## src/rtl/mem_wr_ctrl_pp.sv

```systemverilog
// Raster pixel stream to two-region (ping-pong) BRAM writer with per-buffer ready/ack handoff.
// One-cycle write latency; no backpressure: full buffers cause whole frames to be dropped.
module mem_wr_ctrl_pp #(
  parameter int DATA_W  = 8,
  parameter int MAX_ROW = 360,
  parameter int MAX_COL = 540,
  parameter int ADDR_W  = 19,
  localparam int ROW_W  = (MAX_ROW > 1) ? $clog2(MAX_ROW) : 1,
  localparam int COL_W  = (MAX_COL > 1) ? $clog2(MAX_COL) : 1
) (
  input  logic              clk,
  input  logic              rst,
  input  logic [DATA_W-1:0] pixel_i,
  input  logic              pixel_en_i,
  input  logic              sof_i,
  output logic              ena_o,
  output logic              wea_o,
  output logic [ADDR_W-1:0] addra_o,
  output logic [DATA_W-1:0] d2mema_o,
  output logic [1:0]        buf_rdy_o,
  input  logic [1:0]        ack_i,
  output logic              frame_done_o,
  output logic              done_buf_o,
  output logic              wr_buf_o,
  output logic [ROW_W-1:0]  row_o,
  output logic [COL_W-1:0]  col_o,
  output logic              overflow_o,
  output logic              sync_err_o
);

  localparam logic [ADDR_W-1:0] BASE1    = ADDR_W'(MAX_ROW * MAX_COL);
  localparam logic [ROW_W-1:0]  ROW_LAST = ROW_W'(MAX_ROW - 1);
  localparam logic [COL_W-1:0]  COL_LAST = COL_W'(MAX_COL - 1);

  typedef enum logic [1:0] {IDLE, WRITE, DROP} state_t;

  state_t              state_q, state_d;
  logic [ROW_W-1:0]    row_q, row_d;
  logic [COL_W-1:0]    col_q, col_d;
  logic [ADDR_W-1:0]   addr_q, addr_d;
  logic                cur_q, cur_d;
  logic                wr_buf_q, wr_buf_d;
  logic [1:0]          rdy_q, rdy_d, rdy_set;
  logic                ena_q, ena_d;
  logic [ADDR_W-1:0]   addra_q, addra_d;
  logic [DATA_W-1:0]   dat_q, dat_d;
  logic                done_q, done_d;
  logic                dbuf_q, dbuf_d;
  logic                ovf_q, ovf_d;
  logic                serr_q, serr_d;

  // Per-pixel working values: position and address of the pixel accepted this cycle
  logic                tgt;
  logic                wr_px;
  logic                cnt_px;
  logic [ROW_W-1:0]    r;
  logic [COL_W-1:0]    c;
  logic [ADDR_W-1:0]   a;

  always_comb begin
    state_d  = state_q;
    row_d    = row_q;
    col_d    = col_q;
    addr_d   = addr_q;
    cur_d    = cur_q;
    wr_buf_d = wr_buf_q;
    rdy_set  = 2'b00;
    ena_d    = 1'b0;
    addra_d  = '0;
    dat_d    = '0;
    done_d   = 1'b0;
    dbuf_d   = 1'b0;
    ovf_d    = ovf_q;
    serr_d   = serr_q;
    tgt      = cur_q;
    wr_px    = 1'b0;
    cnt_px   = 1'b0;
    r        = row_q;
    c        = col_q;
    a        = addr_q;

    if (pixel_en_i) begin
      if (sof_i) begin
        r      = '0;
        c      = '0;
        cnt_px = 1'b1;
        if (state_q != IDLE) serr_d = 1'b1;
        // A restart inside WRITE reuses the buffer it already owns
        if (state_q == WRITE) begin
          tgt   = cur_q;
          wr_px = 1'b1;
        end else if (!rdy_q[wr_buf_q]) begin
          tgt   = wr_buf_q;
          wr_px = 1'b1;
        end else if (!rdy_q[~wr_buf_q]) begin
          tgt      = ~wr_buf_q;
          wr_buf_d = ~wr_buf_q;
          wr_px    = 1'b1;
        end else begin
          ovf_d   = 1'b1;
          state_d = DROP;
        end
        a = tgt ? BASE1 : '0;
        if (wr_px) begin
          state_d = WRITE;
          cur_d   = tgt;
        end
      end else begin
        wr_px  = (state_q == WRITE);
        cnt_px = (state_q != IDLE);
      end
    end

    if (wr_px) begin
      ena_d   = 1'b1;
      addra_d = a;
      dat_d   = pixel_i;
      addr_d  = a + ADDR_W'(1);
    end

    if (cnt_px) begin
      if (r == ROW_LAST && c == COL_LAST) begin
        row_d   = '0;
        col_d   = '0;
        state_d = IDLE;
        if (wr_px) begin
          done_d       = 1'b1;
          dbuf_d       = tgt;
          rdy_set[tgt] = 1'b1;
          wr_buf_d     = ~tgt;
        end
      end else if (c == COL_LAST) begin
        col_d = '0;
        row_d = r + ROW_W'(1);
      end else begin
        row_d = r;
        col_d = c + COL_W'(1);
      end
    end

    // A completing frame outranks a same-cycle ack of that buffer
    rdy_d = (rdy_q & ~ack_i) | rdy_set;
  end

  always_ff @(posedge clk) begin
    if (rst) begin
      state_q  <= IDLE;
      row_q    <= '0;
      col_q    <= '0;
      addr_q   <= '0;
      cur_q    <= 1'b0;
      wr_buf_q <= 1'b0;
      rdy_q    <= 2'b00;
      ena_q    <= 1'b0;
      addra_q  <= '0;
      dat_q    <= '0;
      done_q   <= 1'b0;
      dbuf_q   <= 1'b0;
      ovf_q    <= 1'b0;
      serr_q   <= 1'b0;
    end else begin
      state_q  <= state_d;
      row_q    <= row_d;
      col_q    <= col_d;
      addr_q   <= addr_d;
      cur_q    <= cur_d;
      wr_buf_q <= wr_buf_d;
      rdy_q    <= rdy_d;
      ena_q    <= ena_d;
      addra_q  <= addra_d;
      dat_q    <= dat_d;
      done_q   <= done_d;
      dbuf_q   <= dbuf_d;
      ovf_q    <= ovf_d;
      serr_q   <= serr_d;
    end
  end

  assign ena_o        = ena_q;
  assign wea_o        = ena_q;
  assign addra_o      = addra_q;
  assign d2mema_o     = dat_q;
  assign buf_rdy_o    = rdy_q;
  assign frame_done_o = done_q;
  assign done_buf_o   = dbuf_q;
  assign wr_buf_o     = wr_buf_q;
  assign row_o        = row_q;
  assign col_o        = col_q;
  assign overflow_o   = ovf_q;
  assign sync_err_o   = serr_q;

endmodule

```

## config.mk

```make
export PLATFORM = sky130hd
export DESIGN_NAME = mem_wr_ctrl_pp
export DESIGN_NICKNAME = d
export VERILOG_FILES = /design/src/rtl/mem_wr_ctrl_pp.sv
export SDC_FILE = /design/constraint.sdc
export NUM_CORES = 1
export LEC_CHECK = 0
export CORE_ASPECT_RATIO = 1.1
export CORE_UTILIZATION = 33
export CTS_BUF_LIST = sky130_fd_sc_hd__clkbuf_4
export DETAILED_ROUTE_END_ITERATION = 8
export SYNTH_ARGS = -nofsm -noshare
export SYNTH_HDL_FRONTEND = slang
export SYNTH_SLANG_ARGS = --single-unit
```

## constraint.sdc

```tcl
create_clock -name clk -period 6.2 [get_ports clk]
set_input_delay 0.93 -clock clk [delete_from_list [all_inputs] [get_ports clk]]
set_output_delay 0.93 -clock clk [all_outputs]
set_load 0.005 [all_outputs]
```

Word-level counts from Yosys, hierarchy flattened. Cells that the tools add are included.

Add/subtract/negate cells: 3. Magnitude comparators: 4. Equality and inequality tests: 3. Multiplexer cells: 53. Bitwise logic cells: 9. Reduce and logical (&&, ||, !) cells: 9.

Operator list (number): 10-bit 2-to-1 mux (4); 19-bit 2-to-1 mux (2); 9-bit 2-to-1 mux (4); 1-bit 2-to-1 mux (30); 2-bit 2-to-1 mux (11); 19-bit by 1-bit adder with 19-bit output (second input constant) (1); 18-bit 2-to-1 mux (1); 10-bit by 1-bit adder with 10-bit output (second input constant) (1); 10-bit equality test (second input constant) (1); 9-bit by 1-bit adder with 9-bit output (second input constant) (1); 9-bit equality test (second input constant) (1); 1-bit by 2-bit less-than comparator with 1-bit output (second input constant) (3); 1-bit NOT (6); 3-bit AND reduction (2); 5-bit AND reduction (1); 4-bit OR reduction (1); 3-bit OR reduction (1); 2-bit bitwise AND (1); 2-bit by 1-bit equality test with 1-bit output (second input constant) (1); 1-bit logical AND (2); 2-bit NOT (1); 2-bit bitwise OR (1); 2-bit nonzero test (1); 2-bit OR reduction (1); 2 further kinds (2).

Register bits: 76. Input bits: 14. Output and inout bits: 55. Word-level logic and storage cells: 95.

Logic depth before layout (Yosys ltp). Gate-level depths: netlist (run 1).

Word-level depth: 18. Depth in mapped cells: 11. Gate-level depth less buffers: 8.

Least setup slack after synthesis (run 1). No wires, ideal clock.

Path type: input port to flip-flop. Start point: input port pixel_en_i. End point: register addr_q[16]. Setup time: 0.128 ns. Data arrival time: 2.973 ns. Required time: 6.072 ns. Setup slack: 3.100 ns. Cell stages on the path: 11. Path buffers: 3. Cell sequence: buf_6 -> nand2_1 -> clkbuf_1 -> clkbuf_1 -> and2_1 -> ha_1 -> nand3_1 -> nor3_1 -> o2111ai_1 -> xnor2_1 -> nor2_1.

Cells in the longest elaborated chain, start to end: 2.

RTL lines: start, declared (RTL line 14) `input logic pixel_en_i,`; 19-bit 2-to-1 mux (RTL line 82) `if (pixel_en_i) begin`; net a[0] (RTL line 58) `logic [ADDR_W-1:0] a;`; 19-bit by 1-bit adder with 19-bit output (RTL line 118) `addr_d = a + ADDR_W'(1);`; end signal, assigned (RTL line 165) `addr_q <= addr_d;`; end, declared (RTL line 40) `logic [ADDR_W-1:0] addr_q, addr_d;`.

The timed path passes the listed nets, and every way through them passes these cells. A chain may end at the register's enable or synchronous reset.

Worst setup path after layout (run 1).
Start point: input port pixel_en_i. End point: register row_q[0] (netlist: row_o[0]).

Cells in the longest elaborated chain, start to end: 4.

RTL lines: 9-bit 2-to-1 mux or 10-bit 2-to-1 mux (tied branches) (RTL line 82); 9-bit by 1-bit adder with 9-bit output (tied with other cells) (RTL line 134) `row_d = r + ROW_W'(1);`; 9-bit 2-to-1 mux or 1-bit logical AND (tied branches) (RTL line 132, 122); 9-bit 2-to-1 mux (RTL line 122) `if (r == ROW_LAST && c == COL_LAST) begin`; end signal, assigned (RTL line 163) `row_q <= row_d;`; end, declared (RTL line 38) `logic [ROW_W-1:0] row_q, row_d;`.

Several ways; a longest one is shown, not always the timed one.

==> impl_metrics.env, run 1 <==
export IMPL_synth_most_common_cell="dfxtp_1"
export IMPL_antenna_found_initial=0
export IMPL_cts_made_buffers=9
export IMPL_cts_resized=0
export IMPL_antenna_cells=0
export IMPL_wl_per_cell_um=14.8
export IMPL_synth_flop_cell="dfxtp_1"
export IMPL_rows=38
export IMPL_cts_setup_buffers=0
export IMPL_core_um2=10000
export IMPL_clock_sinks=76
export IMPL_syn_area_um2=3470
export IMPL_routed_top_layer="met4"
export IMPL_min_from="overflow_o"
export IMPL_cts_tree="done"
export IMPL_wl_mm=9.14
export IMPL_setup_viol=0
export IMPL_crit_slowest_cell="nor4_4"
export IMPL_die_y_um=110
export IMPL_yosys_cell_types_count=56
export IMPL_place_congestion=0.848
export IMPL_die_x_um=99.8
export IMPL_peakVddDrop_mv=0.0973
export IMPL_tightest_slew_ns=1.23
export IMPL_dp_hpwl_mm=6.15
export IMPL_finalClockSkew_ns=0.0190
export IMPL_ys_seq_elements=76
export IMPL_layout_drive_gt1_share_pct=6.26
export IMPL_drt_iter0_markers=190
export IMPL_cts_hold_buf=0
export IMPL_route_detailed_drc=0
export IMPL_syn_area_per_cell_um2=8.33
export IMPL_holdPathEnd="overflow_o"
export IMPL_drtAntennaViolNets=0
export IMPL_synth_edf_count=0
export IMPL_avgViaCountPerCell=5.28
export IMPL_crit_family="simple AND/OR/NAND/NOR gates"
export IMPL_max_slew_margin_pct=16.8
export IMPL_port_buffers=68
export IMPL_crit_buf_inv=1
export IMPL_power_density_nw_per_um2=200
export IMPL_io_pins=69
export IMPL_grt_ovfl_total=0
export IMPL_hold_violations=0
export IMPL_worstPathArrival_ns=3.82
export IMPL_cp_max_fo=14
export IMPL_drt_pass1_iter_count=4
export IMPL_cap_violations=0
export IMPL_ff2ff_setup_slack_ns=3.47
export IMPL_yosysTopAreaCell="dfxtp_1"
export IMPL_r2r_cells=7
export IMPL_hp_class="reg -> reg"
export IMPL_reg2reg_from="col_o[1]"
export IMPL_end_kind="flip-flop"
export IMPL_vias=3270
export IMPL_synthTopCellsByArea="dfxtp_1 (44%), nand2_1 (4.9%), nor2_1 (4.8%)"
export IMPL_grt_pass1_vias=3215
export IMPL_dr_wl_met3_um=379
export IMPL_yosys_warnings=0
export IMPL_cpPeakStageDelay_ns=0.74
export IMPL_path_cells="clkdlybuf4s50_1 -> a21boi_0 -> ha_1 -> nand4bb_1 -> nor4_4 -> nand2_1 -> or3_1 -> a21oi_1"
export IMPL_max_freq_ghz=0.290
export IMPL_clock_root_buffer="clkbuf_4"
export IMPL_die_area_um2=10900
export IMPL_grt_pass1_wl_mm=15.4
export IMPL_wl_met1_mm=4.08
export IMPL_finalNonFillerCells=619
export IMPL_whs_path_depth=2
export IMPL_initial_core_util_pct=34.6
export IMPL_grt_max_degree=36
export IMPL_nNetsFinal=491
export IMPL_critical_path_required_ns=6.58
export IMPL_clk_pin_slew_ns=0.14
export IMPL_wl_met2_mm=4.55
export IMPL_seq_area_frac_synth_pct=43.8
export IMPL_r2r_end="row_o[0]"
export IMPL_dp_cells=603
export IMPL_nFillCells=1004
export IMPL_startpoint_type="input port"
export IMPL_syn_to_final_growth_pct=25.6
export IMPL_setup_tns_ns=0
export IMPL_synth_async_reset_ratio_pct=0
export IMPL_insertion_delay_ns=0.44
export IMPL_ys_top_cells_by_count="dfxtp_1 (76), nand2_1 (45), nor2_1 (44)"
export IMPL_synth_cells=417
export IMPL_cts_htree_levels=3
export IMPL_cts_path_max_buffers=2
export IMPL_p_leak_nw=1.45
export IMPL_grt_setup_unrepaired="false"
export IMPL_min_period_over_period_pct=55.6
export IMPL_finalMaxSlewViolations=0
export IMPL_total_power_w=0.000871
export IMPL_synthesis_nets=434
export IMPL_grt_total_usage_pct=17.8
export IMPL_finalCriticalPeriod_ns=3.44
export IMPL_status="completed"
export IMPL_yosysTopAreaCellShare_pct=43.8
export IMPL_path_class="in -> reg"
[per-layer routing]
| metal | vias to the layer above | track usage [%] |
|---|---|---|
| li1 | 1615 | - |
| met1 | 1544 | 22.5 |
| met2 | 100 | 29.8 |
| met3 | 11 | 3.18 |
| met5 | - | 0 |
| met4 | 0 | 7.77 |
[worst reg2reg max path, stage by stage, from the launching register on]
cell       delay [ns]
dfxtp_1          0.38
a21boi_0         0.31
ha_1             0.32
nand4bb_1        0.26
nor4_4           0.74
nand2_1          0.16
or3_1            0.34
a21oi_1          0.16
[registers in the layout (all words and copies together), names as in the netlist]
name,count
addr_q,19
addra_o,19
buf_rdy_o,2
col_o,10
cur_q,1
d2mema_o,8
done_buf_o,1
ena_o,1
frame_done_o,1
overflow_o,1
row_o,9
state_q,2
sync_err_o,1
wr_buf_o,1
[where the power goes]
part	total (W)	leakage, nW	internal [W]	switching, W
clock	0.000288	0.0653	0.0000885	0.000199
combinational	0.0000797	0.771	0.0000322	0.0000475
sequential	0.000503	0.615	0.000497	0.00000649
total	0.000871	1.45	0.000618	0.000253
[area by class of cell]
cell class | instances | area [um2] | area share, %
Multi-Input combinational cell | 309 | 1800 | 41.3
Sequential cell | 76 | 1520 | 34.9
Timing Repair Buffer | 73 | 718 | 16.5
Tap cell | 140 | 175 | 4.02
Clock buffer | 9 | 67.6 | 1.55
Clock inverter | 7 | 57.6 | 1.32
Inverter | 5 | 18.8 | 0.430
[how the worst max path moves through the flow]
stage          cells after the start     endpoint  slack [ns]        from
6_report                           8     row_o[0]        2.76  pixel_en_i
5_1_grt                            8     row_o[0]        2.50  pixel_en_i
4_1_cts                            8     row_o[0]        2.79  pixel_en_i
3_5_place_dp                       8     row_o[0]        2.32  pixel_en_i
3_3_place_gp                       8  addra_o[14]        2.35  pixel_en_i
2_1_floorplan                     11   addr_q[16]        3.10  pixel_en_i
[layout by cell type, fill, tap and decap left out, types with 5 or more instances in the layout]
master           instances
o21ai_0                 23
nor3_1                  14
dfxtp_1                 76
and2_1                  17
clkbuf_4                 9
or3_1                    8
and3_1                  12
nor2_1                  44
a31oi_1                  8
clkdlybuf4s50_1         68
inv_1                    5
xnor2_1                  5
nand2_1                 45
nor4_1                   5
a21oi_1                 29
o21a_1                   9
nand3_1                 22
buf_4                    5
nand4_1                 10
[logic make-up (layout without fill, tap and decap cells)]
kind of cell,count (synthesis),count (layout),share of synthesized area (%)
AOI/OAI and AO/OA,95,95,17.2
xor gates and xnor gates,7,7,1.77
adders and majority gates,3,3,1.08
buffers and inverters,32,94,4.25
DFF,76,76,43.8
muxes,2,2,0.577
and+or+nand+nor,202,202,31.4
[stage by stage]
stage / hold slack (ns) / utilization, % / area [um2] / worst slack, ns
global route: 0.492 / 43.5 / 4360 / 2.50
detailed placement: 0.463 / 42.2 / 4240 / 2.32
finish: 0.487 / 43.5 / 4360 / 2.76
global placement: 0.457 / 42.2 / 4240 / 2.35
floorplan: 0.452 / - / 3470 / 3.10
CTS: 0.490 / 43.5 / 4360 / 2.79
(Power assumes the default switching activity.)
==> run 2, diff against run 1 <==
clock period = 3.5 ns   (was 6.2 ns; I/O delays follow)
==> run 2 against run 1 <==
Against the previous run:
- critical path depth did not move
- global-route usage fell by 0.70 points
- clock power rose by 140%
- sequential cell count did not move
- sequential power rose by 77%
- via count rose by 2.0%
- utilization rose by 1.5 points
- non-clock buffer count rose by 11
- clock-buffer cell count did not move
- routed wire length fell by 1.5%
- total power rose by 100%
- largest cell class unchanged
==> impl_metrics.env, run 2 (synthesis results as in run 1) <==
export IMPL_clk_pin_slew_ns=0.13
export IMPL_setup_ws_ns=0.635
export IMPL_antenna_cells=0
export IMPL_use_met1_pct=21.0
export IMPL_die_x_um=99.8
export IMPL_io_pins=69
export IMPL_tightest_slew_ns=0.804
export IMPL_pwr_share_clk_pct=40.2
export IMPL_peakVddDrop_mv=0.202
export IMPL_power_density_nw_per_um2=386
export IMPL_hold_violations=0
export IMPL_p_sw_share_pct=24.6
export IMPL_route_detailed_drc=0
export IMPL_drt_pass1_iter_count=4
export IMPL_initial_core_util_pct=34.6
export IMPL_status="completed"
export IMPL_port_buffers=68
export IMPL_wl_mm=9.01
export IMPL_hp_class="reg -> reg"
export IMPL_cp_max_fo=7
export IMPL_path_class="in -> reg"
export IMPL_end_kind="flip-flop"
export IMPL_setup_viol=0
export IMPL_dp_slack_ns=0.236
export IMPL_rows=38
export IMPL_layout_drive_gt1_share_pct=8.16
export IMPL_cts_htree_levels=3
export IMPL_avgViaCountPerCell=5.30
export IMPL_grt_use_met3_pct=3.31
export IMPL_cts_made_buffers=9
export IMPL_min_period_over_period_pct=81.9
export IMPL_finalCriticalPeriod_ns=2.87
export IMPL_switchingPower_w=0.000428
export IMPL_seqPwrFrac_pct=51.2
export IMPL_grt_pass1_vias=3210
export IMPL_insertion_delay_ns=0.43
export IMPL_antenna_found_initial=0
export IMPL_nNetsFinal=502
export IMPL_grt_ovfl_total=0
export IMPL_core_um2=10000
export IMPL_startpoint_type="input port"
export IMPL_die_y_um=110
export IMPL_vias=3337
export IMPL_drt_iter0_markers=171
export IMPL_cap_violations=0
export IMPL_layout_commonest_cell="dfxtp_1"
export IMPL_grt_max_degree=46
export IMPL_nFillCells=1028
export IMPL_use_met2_pct=28.6
export IMPL_grt_setup_unrepaired="false"
export IMPL_cts_setup_buffers=0
export IMPL_final_cell_mix="dfxtp_1 (76), clkdlybuf4s50_1 (68), nand2_1 (45), nor2_1 (44), a21oi_1 (29)"
export IMPL_grt_total_usage_pct=17.1
export IMPL_grt_pass1_wl_mm=14.8
export IMPL_drtAntennaViolNets=0
export IMPL_dp_hpwl_mm=6.24
export IMPL_max_freq_ghz=0.349
export IMPL_cts_hold_buf=0
export IMPL_worstPathArrival_ns=3.18
export IMPL_clock_sinks=76
export IMPL_max_slew_margin_pct=45.8
export IMPL_critical_path_required_ns=3.82
export IMPL_die_area_um2=10900
export IMPL_wl_per_cell_um=14.3
export IMPL_cts_tree="done"
export IMPL_finalMaxSlewViolations=0
export IMPL_syn_to_final_growth_pct=29.9
export IMPL_cts_resized=0
export IMPL_top_usage_layer="met2"
export IMPL_p_leak_nw=1.54
export IMPL_combPwrFrac_pct=8.6
export IMPL_clock_root_buffer="clkbuf_4"
export IMPL_finalClockSkew_ns=0.0155
export IMPL_intPower_w=0.00131
export IMPL_setup_tns_ns=0
export IMPL_place_congestion=0.903
export IMPL_cts_path_max_buffers=2
run 2: changes by cell type in the layout (fill, tap and decap cells not counted):
cell,change
bufinv_16,+3
clkinv_1,+1
clkinv_2,-1
buf_4,+11
inv_6,-2
clkinvlp_4,-2
clkinv_4,+1
run 2: metal layers:
metal	up-vias	wire length (um)
li1	1648	-
met1	1560	4070
met5	-	0
met4	0	174
met2	114	4310
met3	15	446
run 2: layout make-up:
class / count / area [um2] / area share [%]
flip-flops and latches: 76 / 1520 / 33.7
repair buffers: 84 / 801 / 17.8
well taps: 140 / 175 / 3.88
inverters: 5 / 18.8 / 0.416
clock buffers: 9 / 67.6 / 1.50
multi-input cells: 309 / 1800 / 40.0
clock inverters: 7 / 123 / 2.72
run 2: power groups by stage:
stage / Sequential (W) / Clock [W] / Combinational, W
global placement: 0.000910 / 0 / 0.000148
detailed placement: 0.000911 / 0 / 0.000149
CTS: 0.000892 / 0.000719 / 0.000149
finish: 0.000892 / 0.000699 / 0.000150
floorplan: 0.000909 / 0 / 0.0000837
global route: 0.000894 / 0.000760 / 0.000163
run 2: worst paths after layout:
check                           startpoint     endpoint  slack [ns]  cells past startpoint
worst max register to register    col_o[1]     row_o[6]        0.95                      7
worst min register to register  addr_q[18]  addra_o[18]        0.48                      1
worst max-delay path                 sof_i     row_o[6]        0.63                      8
worst min-delay path            addr_q[18]  addra_o[18]        0.48                      1
run 2: worst max-delay path: stages:
cell	delay, ns
clkdlybuf4s50_1	0.53
a21boi_0	0.37
ha_1	0.33
nand4bb_1	0.25
nor4_4	0.48
and2_1	0.26
a21oi_1	0.09
a311o_1	0.33
run 2: per-stage QoR:
| step | instance area (um2) | std cells | util, % | hold slack (ns) | power [W] |
|---|---|---|---|---|---|
| 2_1_floorplan | 3470 | 417 | - | 0.452 | 0.000993 |
| 3_3_place_gp | 4320 | 614 | 43.1 | 0.457 | 0.00106 |
| 3_5_place_dp | 4320 | 614 | 43.1 | 0.462 | 0.00106 |
| 4_1_cts | 4510 | 630 | 44.9 | 0.485 | 0.00176 |
| 5_1_grt | 4510 | 630 | 44.9 | 0.481 | 0.00182 |
| 6_report | 4510 | 630 | 44.9 | 0.481 | 0.00174 |
==> run 3, diff against run 2 <==
clock period = 2.8 ns   (was 3.5 ns; I/O delays follow)
==> run 3 against run 2 <==
Against the previous run:
- via count decreased by 0.93%
- critical endpoint unchanged
- combinational power increased by 31%
- routed wire length increased by 0.69%
- first-iteration DRC count decreased by 13%
- sequential power increased by 24%
- clock skew decreased by 0.0038 ns
- hold slack improved by 0.00079 ns
==> impl_metrics.env, run 3 (synthesis results as in run 1) <==
export IMPL_port_buffers=68
export IMPL_initial_core_util_pct=34.6
export IMPL_cts_path_max_buffers=2
export IMPL_drt_iter0_markers=148
export IMPL_syn_to_final_growth_pct=30.7
export IMPL_whs_path_depth=2
export IMPL_p_sw_share_pct=27.3
export IMPL_cp_max_fo=7
export IMPL_clock_root_buffer="clkbuf_4"
export IMPL_cts_htree_levels=3
export IMPL_finalClockSkew_ns=0.0117
export IMPL_clk_pin_slew_ns=0.12
export IMPL_switchingPower_w=0.000518
export IMPL_antenna_found_initial=0
export IMPL_r2r_cells=7
export IMPL_grt_setup_unrepaired="false"
export IMPL_nNetsFinal=516
export IMPL_cts_tree="done"
export IMPL_rows=38
export IMPL_power_density_nw_per_um2=418
export IMPL_combPwrFrac_pct=10.4
export IMPL_fin_area_um2=4540
export IMPL_nFillCells=1033
export IMPL_worstPathArrival_ns=2.70
export IMPL_status="completed"
export IMPL_drtAntennaViolNets=0
export IMPL_die_x_um=99.8
export IMPL_min_period_over_period_pct=85.1
export IMPL_max_slew_margin_pct=12.6
export IMPL_setup_viol=0
export IMPL_cts_made_buffers=9
export IMPL_insertion_delay_ns=0.42
export IMPL_cap_violations=0
export IMPL_post_dp_cell_area_um2=4420
export IMPL_max_freq_ghz=0.419
export IMPL_layout_commonest_cell="dfxtp_1"
export IMPL_antenna_cells=0
export IMPL_startpoint_type="input port"
export IMPL_grt_max_degree=28
export IMPL_core_um2=10000
export IMPL_die_area_um2=10900
export IMPL_cts_hold_buf=0
export IMPL_grt_pass1_vias=3143
export IMPL_die_y_um=110
export IMPL_pwr_share_clk_pct=30.9
export IMPL_vias=3306
export IMPL_seqPwrFrac_pct=58.7
export IMPL_final_cell_mix="dfxtp_1 (76), clkdlybuf4s50_1 (68), nand2_1 (45), nor2_1 (44), buf_4 (30)"
export IMPL_hp_class="reg -> reg"
export IMPL_tightest_slew_ns=1.30
export IMPL_wl_per_cell_um=14.1
export IMPL_avgViaCountPerCell=5.13
export IMPL_place_congestion=0.856
export IMPL_clock_sinks=76
export IMPL_grt_total_usage_pct=17.3
export IMPL_finalCriticalPeriod_ns=2.38
export IMPL_layout_drive_gt1_share_pct=10.7
export IMPL_cts_setup_buffers=0
export IMPL_grt_ovfl_total=0
export IMPL_cts_resized=0
export IMPL_p_leak_nw=1.57
export IMPL_io_pins=69
export IMPL_critical_path_required_ns=3.12
export IMPL_peakVddDrop_mv=0.164
export IMPL_wl_mm=9.07
export IMPL_finalMaxSlewViolations=0
export IMPL_path_class="in -> reg"
export IMPL_end_kind="flip-flop"
export IMPL_hold_violations=0
export IMPL_intPower_w=0.00138
export IMPL_route_detailed_drc=0
export IMPL_drt_pass1_iter_count=4
export IMPL_dp_hpwl_mm=6.50
export IMPL_setup_tns_ns=0
export IMPL_grt_pass1_wl_mm=14.9
-- run 3: changes by cell type in the layout (fill, tap and decap cells not counted) --
| cell | change |
|---|---|
| clkinv_4 | -1 |
| clkinv_2 | +1 |
| clkbuf_4 | +1 |
| bufinv_16 | -3 |
| inv_8 | -1 |
| buf_4 | +14 |
| clkinvlp_4 | +3 |
-- run 3: worst paths after layout --
path / start / to / slack (ns)
setup / recovery: sof_i / row_o[6] / 0.42
hold / removal: overflow_o / overflow_o / 0.48
setup reg to reg: col_o[1] / row_o[6] / 0.53
hold reg to reg: overflow_o / overflow_o / 0.48
-- run 3: area by class of cell --
| type | instances | area [um2] | share of cell area (%) |
|---|---|---|---|
| inverter | 5 | 18.8 | 0.413 |
| timing repair buffer | 98 | 906 | 20.0 |
| sequential | 76 | 1520 | 33.5 |
| tap | 140 | 175 | 3.86 |
| multi-input combinational | 309 | 1800 | 39.7 |
| clock inverter | 6 | 40.0 | 0.882 |
| clock buffer | 10 | 75.1 | 1.65 |
-- run 3: power by group through the flow --
stage	combinational, W	clock [W]	sequential (W)
floorplan	0.000105	0	0.00114
global placement	0.000196	0	0.00114
detailed placement	0.000197	0	0.00114
CTS	0.000198	0.000614	0.00111
global route	0.000216	0.000664	0.00112
finish	0.000197	0.000586	0.00111
-- run 3: metrics by stage --
stage | util, % | power, W | hold slack, ns | instances | worst slack, ns
after floorplan | - | 0.00124 | 0.452 | 417 | 0.210
after detailed placement | 44.1 | 0.00134 | 0.457 | 628 | -0.0162
after global placement | 44.1 | 0.00133 | 0.456 | 628 | 0.0495
after global routing | 45.2 | 0.00200 | 0.517 | 644 | 0.279
final | 45.2 | 0.00190 | 0.482 | 644 | 0.416
after CTS | 45.2 | 0.00193 | 0.488 | 644 | 0.443
-- run 3: worst max-delay path, stage by stage --
cell,delay [ns]
clkdlybuf4s50_1,0.46
a21boi_0,0.29
ha_1,0.23
nand4bb_1,0.23
nor4_4,0.48
and2_1,0.21
a21oi_1,0.07
a311o_1,0.31
-- run 3: per-layer routing --
metal	GRT usage, %	routed length [um]
met1	21.6	4060
met2	28.8	4390
met3	3.37	483
met4	8.19	131
met5	0	0
